### config.mk
export PLATFORM = sky130hd
export DESIGN_NAME = ldo_enable_sequencer
export DESIGN_NICKNAME = d
export VERILOG_FILES = /design/src/rtl/ldo_enable_sequencer_pkg.sv /design/src/rtl/ldo_enable_sequencer_sync_2ff.sv /design/src/rtl/ldo_enable_sequencer.sv
export SDC_FILE = /design/constraint.sdc
export NUM_CORES = 1
export LEC_CHECK = 0
export ABC_CLOCK_PERIOD_IN_PS = 2430
export CAP_MARGIN = 25
export CORE_ASPECT_RATIO = 0.6
export CORE_MARGIN = 2
export CORE_UTILIZATION = 30
export DETAILED_ROUTE_END_ITERATION = 10
export MAX_ROUTING_LAYER = met4
export PLACE_DENSITY = 0.55
export SETUP_SLACK_MARGIN = 0.5
export SLEW_MARGIN = 20
export SYNTH_ARGS = -nofsm -noshare
export SYNTH_HDL_FRONTEND = slang
export SYNTH_SLANG_ARGS = --single-unit
### constraint.sdc
create_clock -name clk -period 2.43 [get_ports clk]
set_clock_uncertainty 0.1 [all_clocks]
set_input_delay 0.6075 -clock clk [delete_from_list [all_inputs] [get_ports clk]]
set_output_delay 0.6075 -clock clk [all_outputs]
set_load 0.02 [all_outputs]
### src/rtl/ldo_enable_sequencer_pkg.sv
// ldo_enable_sequencer_pkg: state encoding and width helpers shared by the LDO sequencer and its status logic.
package ldo_enable_sequencer_pkg;
   typedef enum logic [2:0] {
      ST_OFF    = 3'd0,
      ST_SETTLE = 3'd1,
      ST_CHECK  = 3'd2,
      ST_ON     = 3'd3,
      ST_COOL   = 3'd4,
      ST_FAULT  = 3'd5
   } ldo_state_e;

   function automatic int clog2(input int value);
      int width;
      width = 0;
      while ((1 << width) < value) width++;
      return width;
   endfunction

   function automatic int max3(input int a, input int b, input int c);
      return (a > b) ? ((a > c) ? a : c) : ((b > c) ? b : c);
   endfunction
endpackage

### src/rtl/ldo_enable_sequencer_sync_2ff.sv
// sync_2ff: single-bit two-flop synchronizer with asynchronous active-low reset.
module sync_2ff (
   input  logic clk_i,
   input  logic rst_ni,
   input  logic d_i,
   output logic q_o
);
   logic meta_q;

   always_ff @(posedge clk_i or negedge rst_ni) begin
      if (!rst_ni) begin
         meta_q <= 1'b0;
         q_o    <= 1'b0;
      end else begin
         meta_q <= d_i;
         q_o    <= meta_q;
      end
   end
endmodule

### src/rtl/ldo_enable_sequencer.sv
// ldo_enable_sequencer: gated LDO enable with settle blanking, power-good timeout,
// retry cool-down and a sticky fault cleared only by software.
module ldo_enable_sequencer
   import ldo_enable_sequencer_pkg::*;
#(
   parameter int SETTLE_CYC   = 16,
   parameter int PG_TIMEOUT   = 64,
   parameter int COOLDOWN_CYC = 32,
   parameter int MAX_RETRY    = 3
) (
   input  logic                            clk,
   input  logic                            resetn,
   input  logic                            req,
   input  logic                            vdda_ok,
   input  logic                            pg,
   input  logic                            clr_fault,
   output logic                            EN,
   output logic                            ENB,
   output logic                            ready,
   output logic                            fault,
   output logic [clog2(MAX_RETRY+1)-1:0]   retry_cnt,
   output logic [2:0]                      state
);
   localparam int RW = clog2(MAX_RETRY + 1);
   localparam int TW = clog2(max3(SETTLE_CYC, PG_TIMEOUT, COOLDOWN_CYC) + 1);

   ldo_state_e    state_q, state_d;
   logic [TW-1:0] timer_q, timer_d;
   logic [RW-1:0] retry_q, retry_d, retry_inc;
   logic          en_q, enb_q, ready_q, fault_q, en_d;
   logic          pg_s, go, expired, failed;

   sync_2ff u_pg_sync (
      .clk_i (clk),
      .rst_ni(resetn),
      .d_i   (pg),
      .q_o   (pg_s)
   );

   assign go        = req && vdda_ok;
   assign expired   = timer_q == TW'(1);
   assign retry_inc = retry_q + RW'(1);
   assign failed    = !pg_s && ((state_q == ST_CHECK && expired) || state_q == ST_ON);
   assign en_d      = state_d inside {ST_SETTLE, ST_CHECK, ST_ON};

   always_comb begin
      retry_d = retry_q;
      case (state_q)
         ST_OFF:    state_d = go ? ST_SETTLE : ST_OFF;
         ST_SETTLE: state_d = expired ? ST_CHECK : ST_SETTLE;
         ST_CHECK:  state_d = pg_s ? ST_ON : ST_CHECK;
         ST_ON:     state_d = ST_ON;
         ST_COOL:   state_d = expired ? ST_SETTLE : ST_COOL;
         ST_FAULT:  state_d = clr_fault ? ST_OFF : ST_FAULT;
         default:   state_d = ST_OFF;
      endcase
      if (failed) begin
         retry_d = retry_inc;
         state_d = (retry_inc == RW'(MAX_RETRY)) ? ST_FAULT : ST_COOL;
      end
      if (state_d == ST_ON || (state_q == ST_FAULT && clr_fault)) retry_d = '0;
      // Losing the supply or the request aborts everything except a latched fault.
      if (state_q != ST_FAULT && !go) begin
         state_d = ST_OFF;
         retry_d = '0;
      end
   end

   always_comb begin
      timer_d = (timer_q != '0) ? timer_q - TW'(1) : '0;
      if (state_d != state_q)
         timer_d = (state_d == ST_SETTLE) ? TW'(SETTLE_CYC) :
                   (state_d == ST_CHECK)  ? TW'(PG_TIMEOUT) :
                   (state_d == ST_COOL)   ? TW'(COOLDOWN_CYC) : '0;
   end

   always_ff @(posedge clk or negedge resetn) begin
      if (!resetn) begin
         state_q <= ST_OFF;
         timer_q <= '0;
         retry_q <= '0;
         en_q    <= 1'b0;
         enb_q   <= 1'b1;
         ready_q <= 1'b0;
         fault_q <= 1'b0;
      end else begin
         state_q <= state_d;
         timer_q <= timer_d;
         retry_q <= retry_d;
         en_q    <= en_d;
         enb_q   <= ~en_d;
         ready_q <= state_d == ST_ON;
         fault_q <= state_d == ST_FAULT;
      end
   end

   assign EN        = en_q;
   assign ENB       = enb_q;
   assign ready     = ready_q;
   assign fault     = fault_q;
   assign retry_cnt = retry_q;
   assign state     = state_q;
endmodule

==> flow_summary.toml <==
[yosys]
synthArstFlopShare = 1.00
ys_seq_area_frac = 0.391
synthFlopType = "dfrtp_1"
yosys.area.top_type = "dfrtp_1"
yosys.cell_count.top_type = "dfrtp_1"
yosysUniqueCellTypes = 46
ys_ff_latch = 18
synth.top_cell.area_share = 0.368
syn_nets = 135
syn_inst = 125
synth.avg_cell_area_um2 = 9.24
synth.area.top_cells = "dfrtp_1, ha_1, inv_1"
synthesis.area_um2 = 1150
synth_edf_count = 0
synth_commonest_cells = "dfrtp_1, inv_1, nand2_1, nor2_1, a21oi_1"
ys_warn_count = 0

[cts]
numCtsBuffers = 3
htree_levels = 1
cts_root_buf = "clkbuf_8"
clock-sinks = 18
clk_latency_ns = 0.26
ctsLongestPathBuffers = 2
path_clk_slew_ns = 0.06
cts_tree = "yes"
ctsHoldBuffers = 0

[finish]
drive_above_1_share = 0.382
syn2layout_area_growth_pct = 55.3
seq_area_um2 = 457
final_cells = 220
fillers = 328
n_antenna_cell = 0
multi_input_area_um2 = 762
final_net_count = 184
fin_util = 0.487

[drt]
via_per_inst = 5.19
route.detailed.drc = 0
first_pass_iters = 4
routed_wl_um = 3180
detail_route.wl_per_cell_um = 14.4
route.antenna.remaining_nets = 0
drtIter0Drc = 130
via_count = 1141

[grt]
grt_pass1_wl_um = 5130
grt-ovfl-total = 0
track_usage = 0.156
grt_max_degree = 19
antenna_found_initial = 0
grt_pass1_vias = 1083

[setup_path]
slowest_delay_ns = 0.38
path_class = "reg -> reg"
crit_start = "timer_q[1]"
crit_top_cell = "buf_4"
endpoint_kind = "flop"
r2r_setup_slack_ns = 0.21
required_ns = 2.45
timing.rr.start = "timer_q[1]"
startpoint_type = "flop"
crit_chain = "inv_2 -> ha_1 -> nor2b_4 -> buf_4 -> o2111a_2 -> a211oi_4 -> buf_4 -> o311ai_4 -> o311ai_1 -> o41ai_2"
cpLargestDelayFamily = "compound AO/OA/AOI/OAI gates"
cp_data_arrival_time_ns = 2.24
cp_num_buf_inv = 3
slowest_stage = "dfrtp_1"
cp_max_fo = 4
r2r-end = "timer_q[5]"
worstRegToRegCells = 10

[place]
hpwl_um = 2310
post-place-cells = 200
place_congestion = 0.900
place_ws_ns = -0.257
io_buffers = 14

[floorplanning]
fp.dieArea_um2 = 4380
die_w_um = 84.1
fp-row-count = 17
chipHeight_um = 52.1
start_util = 0.314
num_io_pins = 15
core-area_um2 = 3680

[min_path]
holdPathEnd = "u_pg_sync.q_o"
hold_depth = 0
hold_path_startpoint = "u_pg_sync.meta_q"
hp-class = "reg -> reg"

[timing]
setup_slack_ns = 0.212
finalCritPeriodShare = 0.913
hold_violations = 0
setup_viol_count_final = 0
tightest_slew_ns = 0.399
period_needed_ns = 2.22
rsz0062_at_grt = "yes"
fmax_ghz = 0.451
fin_setup_tns_ns = 0
slew_headroom = 0.732
final_max_slew_viol_count = 0

[power_and_ir_drop]
powerDensity_nw_per_um2 = 811
fin_total_pwr_uw = 1450
leakage_uw = 0.000842
ir_drop_mv = 0.375

[job]
cap_viol_max_count = 0

[outcome]
status = "finished, final reports clean"
## worst max-delay path by stage
stage | endpoint | slack (ns) | depth (start not counted)
after CTS | timer_q[1] | 0.20 | 6
final | timer_q[5] | 0.21 | 10
after detailed placement | timer_q[1] | -0.26 | 8
after floorplan | timer_q[1] | 0.25 | 6
after global placement | timer_q[4] | -0.21 | 6
after global routing | timer_q[4] | 0.09 | 8
## power breakdown
group | internal (uW) | switching (uW) | total, uW
logic | 428 | 353 | 781
registers | 362 | 65.9 | 428
clock network | 144 | 102 | 246
total | 934 | 521 | 1450
## cell families (layout without fill, tap and decap cells)
family / count (synthesis) / after routing / synth area share
muxes: 1 / 1 / 0.00867
DFF: 18 / 18 / 0.391
buffers and inverters: 14 / 62 / 0.0585
xor gates and xnor gates: 4 / 4 / 0.0303
adders and majority gates: 4 / 4 / 0.0433
and+or+nand+nor: 45 / 45 / 0.216
AOI/OAI and AO/OA: 39 / 39 / 0.252
## metal layers
layer | share of wire | global-route usage | up-vias
li1 | - | - | 553
met1 | 0.50 | 0.224 | 539
met2 | 0.42 | 0.221 | 47
met3 | 0.073 | 0.0397 | 2
met4 | 0.0025 | 0.0296 | 0
met5 | 0 | - | -
## what timing repair did
action                     in CTS  in global routing
setup buffers                   8                  8
resized for setup              26                 16
pin swaps                      12                 10
setup endpoints to repair      20                 17
hold endpoints to repair        0                  0
## stage by stage
step                      area, um^2  hold slack [ns]
after floorplan                 1170            0.212
after global placement          1470            0.244
after detailed placement        1470            0.235
after CTS                       1640            0.251
after global routing            1790            0.276
final                           1790            0.250
## area by class of cell
type                    count  area share
well taps                  47      0.0328
multi-input cells          93       0.425
clock buffers               4      0.0307
inverters                  11      0.0230
flip-flops and latches     18       0.255
repair buffers             47       0.234
## registers in the layout, summed over array words and instances, names as in the netlist
signal	count
u_pg_sync.q_o	1
fault	1
timer_q	7
retry_cnt	2
ready	1
state	3
ENB	1
EN	1
u_pg_sync.meta_q	1
## placed cells by master, fill, tap and decap left out, types with 4 or more instances in the layout
cell type	Yosys	layout
nor3_1	5	4
ha_1	4	4
dlygate4sd2_1	0	7
nand3_1	4	4
dfrtp_1	17	13
dfrtp_2	0	4
buf_4	0	29
inv_1	11	10
nand2_1	10	10
nor2_1	9	9
a21oi_1	7	5
clkbuf_8	0	4
Note: power is estimated with default switching activity, not from simulation.
